==> src/rtl/imem_loader_pkg.sv <==
// Shared definitions for the instruction-memory loader: FSM states,
// instruction word layout and the default opcode limit.
package imem_loader_pkg;

  localparam int INSTR_W         = 32;
  localparam int OPCODE_MSB      = 31;
  localparam int OPCODE_LSB      = 26;
  localparam int OPCODE_W        = OPCODE_MSB - OPCODE_LSB + 1;
  localparam int IMEM_MAX_OPCODE = 16;

  typedef enum logic [2:0] {
    ST_IDLE = 3'd0,
    ST_HDR  = 3'd1,
    ST_LOAD = 3'd2,
    ST_DONE = 3'd3,
    ST_ERR  = 3'd4
  } state_t;

  // Extract the opcode field of an instruction word.
  function automatic logic [OPCODE_W-1:0] opcode_of(input logic [INSTR_W-1:0] word);
    return word[OPCODE_MSB:OPCODE_LSB];
  endfunction

endpackage

==> src/rtl/imem_loader_if.sv <==
// Byte-stream handshake plus instruction-memory write port of the loader.
// The slave side is the loader; the master side feeds bytes and observes writes.
interface imem_loader_if
  import imem_loader_pkg::*;
#(
  parameter int ADDR_W = 5
);

  logic [7:0]         byte_in;
  logic               byte_valid;
  logic               byte_ready;
  logic               imem_we;
  logic [ADDR_W-1:0]  imem_addr;
  logic [INSTR_W-1:0] imem_wdata;

  modport master (
    output byte_in, byte_valid,
    input  byte_ready, imem_we, imem_addr, imem_wdata
  );

  modport slave (
    input  byte_in, byte_valid,
    output byte_ready, imem_we, imem_addr, imem_wdata
  );

endinterface

==> src/rtl/imem_loader_word_assembler.sv <==
// Collects four little-endian bytes into a 32-bit instruction word.
// o_word_valid flags, in the cycle the 4th byte is accepted, that o_word
// holds the complete word (including that byte), so the parent can register
// the write for the very next cycle.
module word_assembler
  import imem_loader_pkg::*;
(
  input  logic               clk,
  input  logic               rst,
  input  logic               i_clear,
  input  logic               i_accept,
  input  logic [7:0]         i_byte,
  output logic               o_word_valid,
  output logic [INSTR_W-1:0] o_word
);

  logic [1:0]         r_idx;
  logic [INSTR_W-1:0] r_asm;
  logic [4:0]         w_lane;

  assign w_lane       = {r_idx, 3'b000};
  assign o_word_valid = i_accept && (r_idx == 2'd3);
  assign o_word       = {i_byte, r_asm[23:0]};

  // Store each accepted byte in its lane; index wraps so the next byte starts a new word.
  always_ff @(posedge clk) begin
    if (rst || i_clear) begin
      r_idx <= 2'd0;
      r_asm <= '0;
    end else if (i_accept) begin
      r_asm[w_lane +: 8] <= i_byte;
      r_idx              <= r_idx + 2'd1;
    end
  end

endmodule

==> src/rtl/imem_loader.sv <==
// Boot-time instruction-memory loader: reads a word count header followed
// by little-endian words from a byte stream, validates opcodes, writes the
// words to instruction memory and holds the CPU until loading finishes.
module imem_loader
  import imem_loader_pkg::*;
#(
  parameter int DEPTH      = 32,
  parameter int ADDR_W     = 5,
  parameter int MAX_OPCODE = IMEM_MAX_OPCODE
) (
  input  logic            clk,
  input  logic            rst,
  input  logic            i_start,
  imem_loader_if.slave    io_bus,
  output logic            o_cpu_hold,
  output logic [ADDR_W:0] o_words_loaded,
  output logic            o_done,
  output logic            o_err
);

  localparam logic [8:0]          DEPTH_9 = 9'(DEPTH);
  localparam logic [OPCODE_W-1:0] MAX_OP  = OPCODE_W'(MAX_OPCODE);

  state_t             r_state;
  state_t             w_next;

  logic               r_byte_ready;
  logic               r_imem_we;
  logic [ADDR_W-1:0]  r_imem_addr;
  logic [INSTR_W-1:0] r_imem_wdata;
  logic               r_cpu_hold;
  logic [ADDR_W:0]    r_words_loaded;
  logic [ADDR_W:0]    r_word_count;
  logic               r_done;
  logic               r_err;

  logic               w_accept;
  logic               w_start_ok;
  logic               w_asm_accept;
  logic               w_word_valid;
  logic [INSTR_W-1:0] w_word;
  logic               w_op_bad;
  logic               w_hdr_bad;
  logic               w_write;
  logic [ADDR_W:0]    w_wl_inc;

  // byte_ready is registered and tracks HDR/LOAD exactly, so it doubles as the accept qualifier.
  assign w_accept     = io_bus.byte_valid && r_byte_ready;
  assign w_start_ok   = i_start && ((r_state == ST_IDLE) || (r_state == ST_DONE) || (r_state == ST_ERR));
  assign w_asm_accept = w_accept && (r_state == ST_LOAD);
  assign w_hdr_bad    = (io_bus.byte_in == 8'd0) || ({1'b0, io_bus.byte_in} > DEPTH_9);
  assign w_op_bad     = opcode_of(w_word) > MAX_OP;
  assign w_write      = w_word_valid && !w_op_bad;
  assign w_wl_inc     = r_words_loaded + (ADDR_W + 1)'(1);

  word_assembler u_asm (
    .clk          (clk),
    .rst          (rst),
    .i_clear      (w_start_ok),
    .i_accept     (w_asm_accept),
    .i_byte       (io_bus.byte_in),
    .o_word_valid (w_word_valid),
    .o_word       (w_word)
  );

  // State register.
  always_ff @(posedge clk) begin
    if (rst) r_state <= ST_IDLE;
    else     r_state <= w_next;
  end

  // Next-state logic: header validation, opcode check and completion.
  always_comb begin
    w_next = r_state;
    unique case (r_state)
      ST_IDLE, ST_DONE, ST_ERR: begin
        if (i_start) w_next = ST_HDR;
      end
      ST_HDR: begin
        if (w_accept) w_next = w_hdr_bad ? ST_ERR : ST_LOAD;
      end
      ST_LOAD: begin
        if (w_word_valid) begin
          if (w_op_bad)                        w_next = ST_ERR;
          else if (w_wl_inc == r_word_count)   w_next = ST_DONE;
        end
      end
      default: w_next = ST_IDLE;
    endcase
  end

  // Registered outputs, derived from the next state so they line up with r_state.
  always_ff @(posedge clk) begin
    if (rst) begin
      r_byte_ready   <= 1'b0;
      r_imem_we      <= 1'b0;
      r_imem_addr    <= '0;
      r_imem_wdata   <= '0;
      r_cpu_hold     <= 1'b0;
      r_words_loaded <= '0;
      r_word_count   <= '0;
      r_done         <= 1'b0;
      r_err          <= 1'b0;
    end else begin
      r_byte_ready <= (w_next == ST_HDR) || (w_next == ST_LOAD);
      r_cpu_hold   <= (w_next == ST_HDR) || (w_next == ST_LOAD) || (w_next == ST_ERR);
      r_done       <= (w_next == ST_DONE);
      r_err        <= (w_next == ST_ERR);
      r_imem_we    <= w_write;
      if (w_write) begin
        r_imem_addr    <= r_words_loaded[ADDR_W-1:0];
        r_imem_wdata   <= w_word;
        r_words_loaded <= w_wl_inc;
      end
      if (w_start_ok) begin
        r_words_loaded <= '0;
        r_word_count   <= '0;
      end else if ((r_state == ST_HDR) && w_accept && !w_hdr_bad) begin
        r_word_count <= (ADDR_W + 1)'(io_bus.byte_in);
      end
    end
  end

  assign io_bus.byte_ready = r_byte_ready;
  assign io_bus.imem_we    = r_imem_we;
  assign io_bus.imem_addr  = r_imem_addr;
  assign io_bus.imem_wdata = r_imem_wdata;
  assign o_cpu_hold        = r_cpu_hold;
  assign o_words_loaded    = r_words_loaded;
  assign o_done            = r_done;
  assign o_err             = r_err;

endmodule

==> src/flat_wrapper.sv <==
// flat-port wrapper written by rule: the top's interface ports become plain ports
module imem_loader_flat import imem_loader_pkg::*;
#(
  parameter int DEPTH      = 32,
  parameter int ADDR_W     = 5,
  parameter int MAX_OPCODE = IMEM_MAX_OPCODE
)
  (clk, rst, i_start, o_cpu_hold, o_words_loaded, o_done, o_err, io_bus_byte_in, io_bus_byte_valid, io_bus_byte_ready, io_bus_imem_we, io_bus_imem_addr, io_bus_imem_wdata);
  imem_loader_if #(.ADDR_W(ADDR_W)) io_bus_i ();
  input  logic clk;
  input  logic rst;
  input  logic i_start;
  output logic o_cpu_hold;
  output logic [ADDR_W:0] o_words_loaded;
  output logic o_done;
  output logic o_err;
  input wire logic [$bits(io_bus_i.byte_in)-1:0] io_bus_byte_in;
  input wire logic [$bits(io_bus_i.byte_valid)-1:0] io_bus_byte_valid;
  output wire logic [$bits(io_bus_i.byte_ready)-1:0] io_bus_byte_ready;
  output wire logic [$bits(io_bus_i.imem_we)-1:0] io_bus_imem_we;
  output wire logic [$bits(io_bus_i.imem_addr)-1:0] io_bus_imem_addr;
  output wire logic [$bits(io_bus_i.imem_wdata)-1:0] io_bus_imem_wdata;
  assign io_bus_i.byte_in = io_bus_byte_in;
  assign io_bus_i.byte_valid = io_bus_byte_valid;
  assign io_bus_byte_ready = io_bus_i.byte_ready;
  assign io_bus_imem_we = io_bus_i.imem_we;
  assign io_bus_imem_addr = io_bus_i.imem_addr;
  assign io_bus_imem_wdata = io_bus_i.imem_wdata;
  imem_loader #(.DEPTH(DEPTH), .ADDR_W(ADDR_W), .MAX_OPCODE(MAX_OPCODE)) u_core (.clk(clk), .rst(rst), .i_start(i_start), .io_bus(io_bus_i), .o_cpu_hold(o_cpu_hold), .o_words_loaded(o_words_loaded), .o_done(o_done), .o_err(o_err));
endmodule
==> config.mk <==
export PLATFORM = sky130hd
export DESIGN_NAME = imem_loader_flat
export DESIGN_NICKNAME = d
export VERILOG_FILES = /design/src/rtl/imem_loader_pkg.sv /design/src/rtl/imem_loader_if.sv /design/src/rtl/imem_loader_word_assembler.sv /design/src/rtl/imem_loader.sv /design/src/flat_wrapper.sv
export SDC_FILE = /design/constraint.sdc
export NUM_CORES = 1
export LEC_CHECK = 0
export BUFFER_PORTS_ARGS = -buffer_cell sky130_fd_sc_hd__buf_2
export CORE_MARGIN = 2
export CORE_UTILIZATION = 40
export CTS_BUF_LIST = sky130_fd_sc_hd__clkbuf_16
export CTS_CLUSTER_DIAMETER = 60
export DETAILED_ROUTE_END_ITERATION = 10
export GPL_TIMING_DRIVEN = 0
export PLACE_DENSITY = 0.62
export RECOVER_POWER = 50
export SYNTH_ARGS = -nofsm -noshare
export SYNTH_HDL_FRONTEND = slang
export SYNTH_HIERARCHICAL = 1
export SYNTH_SLANG_ARGS = --single-unit
==> constraint.sdc <==
create_clock -name clk -period 2.6 [get_ports clk]
set_clock_uncertainty 0.15 [all_clocks]
set_input_delay 0.52 -clock clk [delete_from_list [all_inputs] [get_ports clk]]
set_output_delay 0.52 -clock clk [all_outputs]
set_load 0.1 [all_outputs]
==> results of run 1 <==
## cells in the mapped netlist (all sizes together)
library cell / instances / share of area (%)
and3b: 1 / 0.26
nor2: 38 / 4.2
and4b: 2 / 0.59
or2: 2 / 0.37
xnor2: 5 / 1.3
xor2: 6 / 1.5
and2: 4 / 0.74
nand4: 8 / 1.5
buf: 14 / 3.5
o311ai: 1 / 0.26
nand2: 90 / 9.9
or3: 4 / 0.74
a22o: 1 / 0.26
and3: 2 / 0.37
o2111a: 1 / 0.33
mux2i: 7 / 2.1
o21ai: 4 / 0.81
or3b: 1 / 0.26
dfxtp: 83 / 49
clkbuf: 19 / 2.2
nor3: 1 / 0.15
a21oi: 50 / 7.4
a31oi: 3 / 0.99
nor3b: 5 / 1.4
ha: 6 / 2.2
a32oi: 16 / 4.1
inv: 2 / 0.22
a211oi: 1 / 0.22
nor4bb: 1 / 0.29
or4: 2 / 0.55
a21o: 1 / 0.22
nand3: 5 / 0.74
nand3b: 2 / 0.44
nor2b: 5 / 0.92
## per-stage QoR
step / utilization, % / setup TNS (ns) / cells / cell area, sq um / setup slack, ns
2_1_floorplan: - / 0 / 393 / 3400 / 0.0287
3_3_place_gp: 46.5 / -6.56 / 557 / 3820 / -0.230
3_5_place_dp: 46.5 / -7.64 / 557 / 3820 / -0.258
4_1_cts: 49.9 / 0 / 573 / 4100 / 0.0242
5_1_grt: 49.3 / -0.000596 / 573 / 4050 / -0.000596
6_report: 49.3 / 0 / 573 / 4050 / 0.0988
## timing repair
| item | 4_1_cts | 5_1_grt |
|---|---|---|
| gates resized for setup | 8 | 9 |
| buffers inserted | 0 | 0 |
| pin swaps | 0 | 1 |
| endpoints found under the setup margin | 45 | 42 |
## metal layers
layer,vias up,share of wire [%],track usage [%]
met4,0,1.6,6.67
met2,67,47,30.7
li1,1483,-,-
met5,-,0,0
met1,1354,46,24.9
met3,10,5.3,5.25
## registers in the layout (all words and copies together) (netlist names)
name and flops:
u_core/u_asm/r_idx 2, u_core/u_asm/r_asm 24, u_core/io_bus.imem_wdata 32, u_core/io_bus.byte_ready 1, u_core/r_state 3, u_core/o_words_loaded 6, u_core/o_cpu_hold 1, u_core/io_bus.imem_addr 5
u_core/io_bus.imem_we 1, u_core/o_err 1, u_core/o_done 1, u_core/r_word_count 6
## placed cells by master (no fill, tap or decap), types with 5 or more instances in the layout
cell	Yosys	final
clkbuf_16	0	9
buf_2	2	11
nor2b_1	5	5
nor2_1	38	38
clkbuf_2	2	11
a32oi_1	16	16
xnor2_1	5	5
ha_1	6	6
a21oi_1	50	50
nand2_1	90	90
xor2_1	6	6
dfxtp_1	83	79
nand3_1	5	5
clkbuf_1	17	55
mux2i_1	7	7
nand4_1	8	8
buf_4	9	9
## tightest hold or removal path: cells and delay by family, from the launching register on
| family | cells | cell delay, ns |
|---|---|---|
| compound gates | 1 | 0.05 |
| flops | 1 | 0.31 |
| simple gates | 1 | 0.05 |
## report_power, final
group / internal, mW / leakage [nW] / switching, mW / total (mW)
Combinational: 0.0309 / 0.612 / 0.0871 / 0.118
Clock: 0.634 / 0.135 / 0.483 / 1.12
Sequential: 1.28 / 0.671 / 0.00580 / 1.28
Total: 1.94 / 1.42 / 0.576 / 2.52
## worst max path at each step
stage / startpoint / to / slack [ns]
floorplan: u_core/o_words_loaded[0]$_SDFFE_PP0P_ / u_core/o_cpu_hold$_SDFF_PP0_ / 0.03
global placement: io_bus_byte_in[2] / u_core/io_bus.imem_wdata[22]$_SDFFE_PP0P_ / -0.23
detailed placement: u_core/r_state[1]$_SDFF_PP0_ / u_core/io_bus.imem_wdata[24]$_SDFFE_PP0P_ / -0.26
CTS: u_core/r_state[1]$_SDFF_PP0_ / u_core/o_cpu_hold$_SDFF_PP0_ / 0.02
global route: u_core/r_state[1]$_SDFF_PP0_ / u_core/o_cpu_hold$_SDFF_PP0_ / -0.0006
finish: u_core/r_state[1]$_SDFF_PP0_ / u_core/o_cpu_hold$_SDFF_PP0_ / 0.1
## kinds of logic after synthesis
logic type               count (synthesis)  share of synthesized area (%)
buffers and inverters                   35                           5.93
multiplexers                             7                           2.06
flip-flops                              83                           48.9
XOR/XNOR                                11                           2.84
AO/OA/AOI/OAI                           78                           14.6
adder cells (fa/ha/maj)                  6                           2.21
AND/OR/NAND/NOR                        173                           23.4
## cell type report
cell class	instances	area (sq um)
Fill cell	835	4160
Sequential cell	83	1670
Multi-Input combinational cell	275	1540
Timing Repair Buffer	59	239
Clock buffer	9	225
Buffer	33	206
Tap cell	105	131
Clock inverter	7	37.5
Inverter	2	7.51
==> flow_summary.toml, run 1 <==
[global_routing]
grt_max_degree = 14
grt_first_pass_wirelength_um = 13300
grt_pass1_vias = 2684
grtUsageTotal_pct = 19.2
antenna_found_initial = 0
globalRouteOverflowTotal = 0

[pwr]
total_power_mw = 2.52
powerDensity_nw_per_um2 = 621
leakagePower_nw = 1.42
ir_drop_mv = 0.378

[setup_path]
slowest_stage = "or3_4"
path_cells = "nor3b_2, and3_4, clkbuf_4, and2_2, and4b_1, nor3b_2, a31oi_4, or3_4, a31oi_1"
arrival_ns = 2.61
critPathCaptureType = "register"
critPathMaxFanout = 10
cpPeakStageDelay_ns = 0.40
cp.depth = 9
start_kind = "register"
path_class = "register to register"
required_ns = 2.70
reg2regPathDepth = 9
reg2reg_to = "u_core/o_cpu_hold$_SDFF_PP0_"
cp_top_family = "simple AND/OR/NAND/NOR gates"
r2r-start = "u_core/r_state[1]$_SDFF_PP0_"
crit_path_frequent_cell = "nor3b_2"
reg2reg_setup_slack_ns = 0.1
crit_buf_inv = 1

[floorplan]
die_height_um = 96.1
core_sq_um = 8220
die_x_um = 96.1
rows = 33
io_pins = 60
start_util_pct = 41.3
die-area_sq_um = 9240

[drt]
wl_um = 8290
via_count = 2914
drc = 0
first_iter_violations = 89
routedWlPerCell_um = 14.5
drt-vias-per-instance = 5.09
detail-route-antenna-nets = 0
drtPass1Iterations = 4

[cts]
cts_hold_buffers = 0
cts_made_buffers = 9
clock_sinks = 83
cts_buffer_depth = 2
worst_skew_pair.late_latency_ns = 0.33
tritoncts = "built"
clk_pin_slew_worst_paths_ns = 0.06
htree_levels = 3
cts-root-buf = "clkbuf_16"

[placed_design]
gp_congestion = 0.875
post-dp-hpwl_um = 5910
portBuffers = 59

[synth]
synthesis.area_sq_um = 3400
avgSynthCellArea_sq_um = 8.64
synth_nets = 411
seq_area_frac_synth_pct = 48.9
ys_ff_latch = 83
synthCells = 393
yosys_warnings = 6
synth.distinct_cells = 43

[sta]
relSlewSlack_pct = 22.4
slew_violations = 0
min_period_ns = 2.50
hold_slack_ns = 0.305
finalHoldViolations = 0
tightestPinTransition_ns = 1.17
post-route-period-util_pct = 96.2
setup_violations = 0
max_freq_ghz = 0.400

[hold_path]
worstHoldStart = "u_core/u_asm/r_asm[6]$_SDFFE_PP0P_"
hold_depth = 2
holdCritPathClass = "register to register"
min_to = "u_core/u_asm/r_asm[6]$_SDFFE_PP0P_"

[run_status]
status = "finished, final reports clean"

[cells_and_area]
nets = 481
synthToLayoutAreaGrowth_pct = 19.4
n_antenna_cell = 0
drive_gt1_share_pct = 13.2

[flow_run]
maxCapViolations = 0
(Power assumes the default switching activity.)
==> run 2, diff against run 1 <==
--- a/config.mk
+++ b/config.mk
@@ -11,7 +11,7 @@
 export CTS_BUF_LIST = sky130_fd_sc_hd__clkbuf_16
 export CTS_CLUSTER_DIAMETER = 60
 export DETAILED_ROUTE_END_ITERATION = 10
-export GPL_TIMING_DRIVEN = 0
+export GPL_TIMING_DRIVEN = 1
 export PLACE_DENSITY = 0.62
 export RECOVER_POWER = 50
 export SYNTH_ARGS = -nofsm -noshare
==> run 2 against run 1 <==
  * Combinational power barely moved
  * Setup slack improved by 0.11 ns
  * Maximum frequency rose by 4.5%
  * Routed wire length fell by 2.7%
  * First-iteration DRC count rose by 76%
  * Worst hold slack got worse by 0.0037 ns
  * Register-to-register slack improved by 0.11 ns
  * Core utilization fell by 1.0 points
  * Die area did not move
  * Clock power barely moved
  * Power fell by 1.2%
  * Design area fell by 2.0%
==> flow_summary.toml, run 2 (same netlist as run 1, synthesis figures left out) <==
[floorplan]
core_sq_um = 8220
io_pins = 60
die_x_um = 96.1
die-area_sq_um = 9240
rows = 33
start_util_pct = 41.3
die_height_um = 96.1

[cells_and_area]
regArea_sq_um = 1660
n_antenna_cell = 0
final_cell_mix = "nand2_1 (90), dfxtp_1 (82), a21oi_1 (50), clkbuf_1 (45), nor2_1 (38)"
utilization_pct = 48.3
largest_register_ff_count = 32
nets = 467
drive_gt1_share_pct = 11.9
synthToLayoutAreaGrowth_pct = 16.9
mostFrequentLayoutCell = "nand2_1"
multi_input_area_sq_um = 1540
nFillCells = 841

[pwr]
leakagePower_nw = 1.38
swShare_pct = 22.3
ir_drop_mv = 0.338
power.internal_mw = 1.93
p_sw_mw = 0.555
clockPowerShare_pct = 43.8
comb_power_share_pct = 4.7
power_frac_seq_pct = 51.5
powerDensity_nw_per_um2 = 627

[sta]
tightestPinTransition_ns = 1.20
rsz0062_at_grt = "no"
setup_ws_ns = 0.205
max_freq_ghz = 0.418
finalHoldViolations = 0
relSlewSlack_pct = 20.6
min_period_ns = 2.39
finalSetupTns_ns = 0
setup_violations = 0
post-route-period-util_pct = 92.1
slew_violations = 0

[placed_design]
portBuffers = 59
gp_congestion = 0.850
post-dp-hpwl_um = 5770
preCtsSetupSlack_ns = -0.00330

[drt]
via_count = 2844
routedWlPerCell_um = 14.5
wl_um = 8070
drt-vias-per-instance = 5.10
drc = 0
first_iter_violations = 157
drtPass1Iterations = 4
detail-route-antenna-nets = 0

[setup_path]
critPathCaptureType = "register"
reg2reg_to = "u_core/o_cpu_hold$_SDFF_PP0_"
start_kind = "register"
path_class = "register to register"
arrival_ns = 2.49
r2r-start = "u_core/r_state[2]$_SDFF_PP0_"
reg2regPathDepth = 8
required_ns = 2.70
critPathMaxFanout = 6
reg2reg_setup_slack_ns = 0.21

[cts]
tritoncts = "built"
cts_hold_buffers = 0
cts_setup_buffers = 0
cts_buffer_depth = 2
cts_made_buffers = 9
clk_pin_slew_worst_paths_ns = 0.06
cts_resized = 0
cts-root-buf = "clkbuf_16"
clock_sinks = 83
htree_levels = 3
worst_skew_pair.late_latency_ns = 0.33

[global_routing]
globalRouteOverflowTotal = 0
grt_max_degree = 31
antenna_found_initial = 0
grt_pass1_vias = 2649
grt_first_pass_wirelength_um = 12600
grtUsageTotal_pct = 18.0

[hold_path]
min_to = "u_core/io_bus.imem_wdata[22]$_SDFFE_PP0P_"
worstHoldStart = "u_core/u_asm/r_asm[22]$_SDFFE_PP0P_"
hold_depth = 2
holdCritPathClass = "register to register"

[run_status]
status = "finished, final reports clean"

[flow_run]
maxCapViolations = 0
==> run 2: cell count changes in the layout (fill, tap and decap cells not counted), sizes merged <==
| cell | before | now |
|---|---|---|
| buf | 24 | 29 |
| clkinvlp | 1 | 0 |
| clkbuf | 77 | 58 |
==> run 2: how the worst max path moves through the flow <==
stage	from	end	slack (ns)
final	u_core/r_state[2]$_SDFF_PP0_	u_core/o_cpu_hold$_SDFF_PP0_	0.21
after global routing	u_core/r_state[1]$_SDFF_PP0_	u_core/o_cpu_hold$_SDFF_PP0_	0.1
after CTS	u_core/r_state[2]$_SDFF_PP0_	u_core/o_cpu_hold$_SDFF_PP0_	0.26
after detailed placement	io_bus_byte_in[2]	u_core/o_cpu_hold$_SDFF_PP0_	-0.003
after global placement	io_bus_byte_in[2]	u_core/o_cpu_hold$_SDFF_PP0_	0.09
after floorplan	u_core/o_words_loaded[0]$_SDFFE_PP0P_	u_core/o_cpu_hold$_SDFF_PP0_	0.03
==> run 2: area by class of cell <==
type / count / share of cell area [%]
clock buffer: 9 / 5.67
clock inverter: 6 / 0.662
inverter: 2 / 0.189
multi-input combinational: 275 / 38.8
sequential: 83 / 41.9
tap: 105 / 3.31
timing repair buffer: 78 / 9.55
==> run 2: metrics by stage <==
step | hold slack, ns | std cells | total power, mW | instance area [sq um]
global placement | 0.292 | 543 | 1.43 | 3780
detailed placement | 0.293 | 543 | 1.43 | 3780
floorplan | 0.282 | 393 | 1.39 | 3400
CTS | 0.301 | 558 | 2.52 | 4030
global route | 0.317 | 558 | 2.58 | 3970
finish | 0.301 | 558 | 2.49 | 3970
==> run 2: power groups by stage <==
stage | sequential [mW] | clock [mW] | combinational (mW)
after CTS | 1.28 | 1.12 | 0.119
final | 1.28 | 1.09 | 0.118
after global placement | 1.31 | 0 | 0.118
after floorplan | 1.33 | 0 | 0.0519
after detailed placement | 1.31 | 0 | 0.119
after global routing | 1.28 | 1.18 | 0.126
==> run 2: routing by layer <==
metal / up-vias / wire, um / part of all wire (%) / global-route usage, %
met5: - / 0 / 0 / 0
met4: 0 / 76 / 0.94 / 7.98
li1: 1456 / - / - / -
met1: 1325 / 3750 / 46 / 22.7
met3: 10 / 364 / 4.5 / 3.84
met2: 53 / 3880 / 48 / 29.6
==> run 2: critical path, stage by stage, from the launching register on <==
cell     delay, ns
dfxtp_1       0.44
nor3b_1       0.11
and3_1        0.21
and2_0        0.21
and4b_1       0.24
nor3b_2       0.23
a31oi_4       0.12
or3_1         0.42
a31oi_1       0.19
==> run 3, diff against run 2 <==
--- a/config.mk
+++ b/config.mk
@@ -6,13 +6,15 @@
 export NUM_CORES = 1
 export LEC_CHECK = 0
 export BUFFER_PORTS_ARGS = -buffer_cell sky130_fd_sc_hd__buf_2
+export CELL_PAD_IN_SITES_DETAIL_PLACEMENT = 1
+export CELL_PAD_IN_SITES_GLOBAL_PLACEMENT = 2
 export CORE_MARGIN = 2
-export CORE_UTILIZATION = 40
+export CORE_UTILIZATION = 33
 export CTS_BUF_LIST = sky130_fd_sc_hd__clkbuf_16
 export CTS_CLUSTER_DIAMETER = 60
 export DETAILED_ROUTE_END_ITERATION = 10
 export GPL_TIMING_DRIVEN = 1
-export PLACE_DENSITY = 0.62
+export PLACE_DENSITY = 0.81
 export RECOVER_POWER = 50
 export SYNTH_ARGS = -nofsm -noshare
 export SYNTH_HDL_FRONTEND = slang
==> run 3 against run 2 <==
  * Sequential share of layout area is 0.70 points lower
  * Clock power up 13%
  * Critical path depth unchanged
  * First-iteration DRC count shrank 7.0%
  * Via count up 2.8%
  * Global-route usage is 0.41 points lower
  * Critical endpoint unchanged
  * Design area increased by 1.7%
  * Largest power group unchanged
  * Core utilization is 8.5 points lower
  * Maximum frequency is 1.8% lower
  * Power increased by 5.9%
==> flow_summary.toml, run 3 (same netlist as run 1, synthesis figures left out) <==
[run_status]
status = "finished, final reports clean"

[hold_path]
worstHoldStart = "u_core/io_bus.imem_addr[2]$_SDFFE_PP0P_"
holdCritPathClass = "register to register"

[cts]
cts-root-buf = "clkbuf_16"
worst_skew_pair.late_latency_ns = 0.34
htree_levels = 3
clk_pin_slew_worst_paths_ns = 0.06
clock_sinks = 83
cts_buffer_depth = 2
cts_setup_buffers = 0
cts_hold_buffers = 0
cts_made_buffers = 9
cts_resized = 0
tritoncts = "built"

[cells_and_area]
mostFrequentLayoutCell = "nand2_1"
synthToLayoutAreaGrowth_pct = 18.9
drive_gt1_share_pct = 12.1
final_cell_area_sq_um = 4040
largest_register_ff_count = 32
nets = 467
utilization_pct = 39.8
n_antenna_cell = 0
final_cell_mix = "nand2_1 (90), dfxtp_1 (82), a21oi_1 (50), clkbuf_1 (45), nor2_1 (38)"

[drt]
wl_um = 9290
drt-vias-per-instance = 4.96
via_count = 2924
routedWlPerCell_um = 15.7
drtPass1Iterations = 4
first_iter_violations = 146
drc = 0
detail-route-antenna-nets = 0

[sta]
finalHoldViolations = 0
slew_violations = 0
max_freq_ghz = 0.410
finalSetupTns_ns = 0
hold_slack_ns = 0.303
relSlewSlack_pct = 21.2
rsz0062_at_grt = "no"
setup_violations = 0
post-route-period-util_pct = 93.8
min_period_ns = 2.44
setup_ws_ns = 0.162
tightestPinTransition_ns = 1.19

[floorplan]
core_sq_um = 10100
die_x_um = 105
die-area_sq_um = 11100
die_height_um = 105
start_util_pct = 33.5
io_pins = 60
rows = 37

[setup_path]
path_class = "register to register"
start_kind = "register"
r2r-start = "u_core/r_state[2]$_SDFF_PP0_"
critPathCaptureType = "register"
startpoint = "u_core/r_state[2]$_SDFF_PP0_"
arrival_ns = 2.54
critPathMaxFanout = 6
required_ns = 2.71

[placed_design]
gp_congestion = 0.768
dpl-instance-area_sq_um = 3820
portBuffers = 59
preCtsSetupSlack_ns = 0.0348
post-dp-hpwl_um = 6510

[global_routing]
grt_max_degree = 31
grt_pass1_vias = 2894
antenna_found_initial = 0
grtUsageTotal_pct = 17.6
grt_first_pass_wirelength_um = 15100
globalRouteOverflowTotal = 0

[pwr]
powerDensity_nw_per_um2 = 652
leakagePower_nw = 1.39
ir_drop_mv = 0.279

[flow_run]
maxCapViolations = 0
run 3: power by group:
group | internal [mW] | leakage [nW] | switching, mW
Clock | 0.731 | 0.144 | 0.501
Sequential | 1.28 | 0.669 | 0.00306
Combinational | 0.0309 | 0.580 | 0.0899
Total | 2.04 | 1.39 | 0.594
run 3: layer usage:
metal	routed length [um]	global-route usage, %	vias to the layer above
met4	251	8.57	0
met3	230	3.09	18
li1	-	-	1456
met2	4480	28.1	48
met5	0	0	-
met1	4320	23.0	1402
run 3: path summary, 6_finish.rpt:
path	endpoint	slack, ns	cells after the start
setup / recovery	u_core/o_cpu_hold$_SDFF_PP0_	0.16	8
hold / removal	u_core/io_bus.imem_addr[2]$_SDFFE_PP0P_	0.30	2
setup reg to reg	u_core/o_cpu_hold$_SDFF_PP0_	0.16	8
hold reg to reg	u_core/io_bus.imem_addr[2]$_SDFFE_PP0P_	0.30	2
run 3: layout make-up:
class,instances,area (sq um)
multi-input combinational,275,1530
timing repair buffer,78,379
tap,136,170
inverter,2,7.51
clock inverter,7,60.1
fill,1224,6100
sequential,83,1660
clock buffer,9,225
run 3: worst max-delay path: stages (launching register included):
cell and delay, ns:
dfxtp_1 0.47, nor3b_1 0.13, and3_1 0.23, and2_1 0.19, and4b_1 0.23, nor3b_2 0.22, a31oi_4 0.11, or3_1 0.40
a31oi_1 0.21
run 3: through the flow:
stage	instances	power (mW)
3_3_place_gp	574	1.43
6_report	590	2.63
4_1_cts	590	2.66
3_5_place_dp	574	1.43
5_1_grt	590	2.73
2_1_floorplan	393	1.39
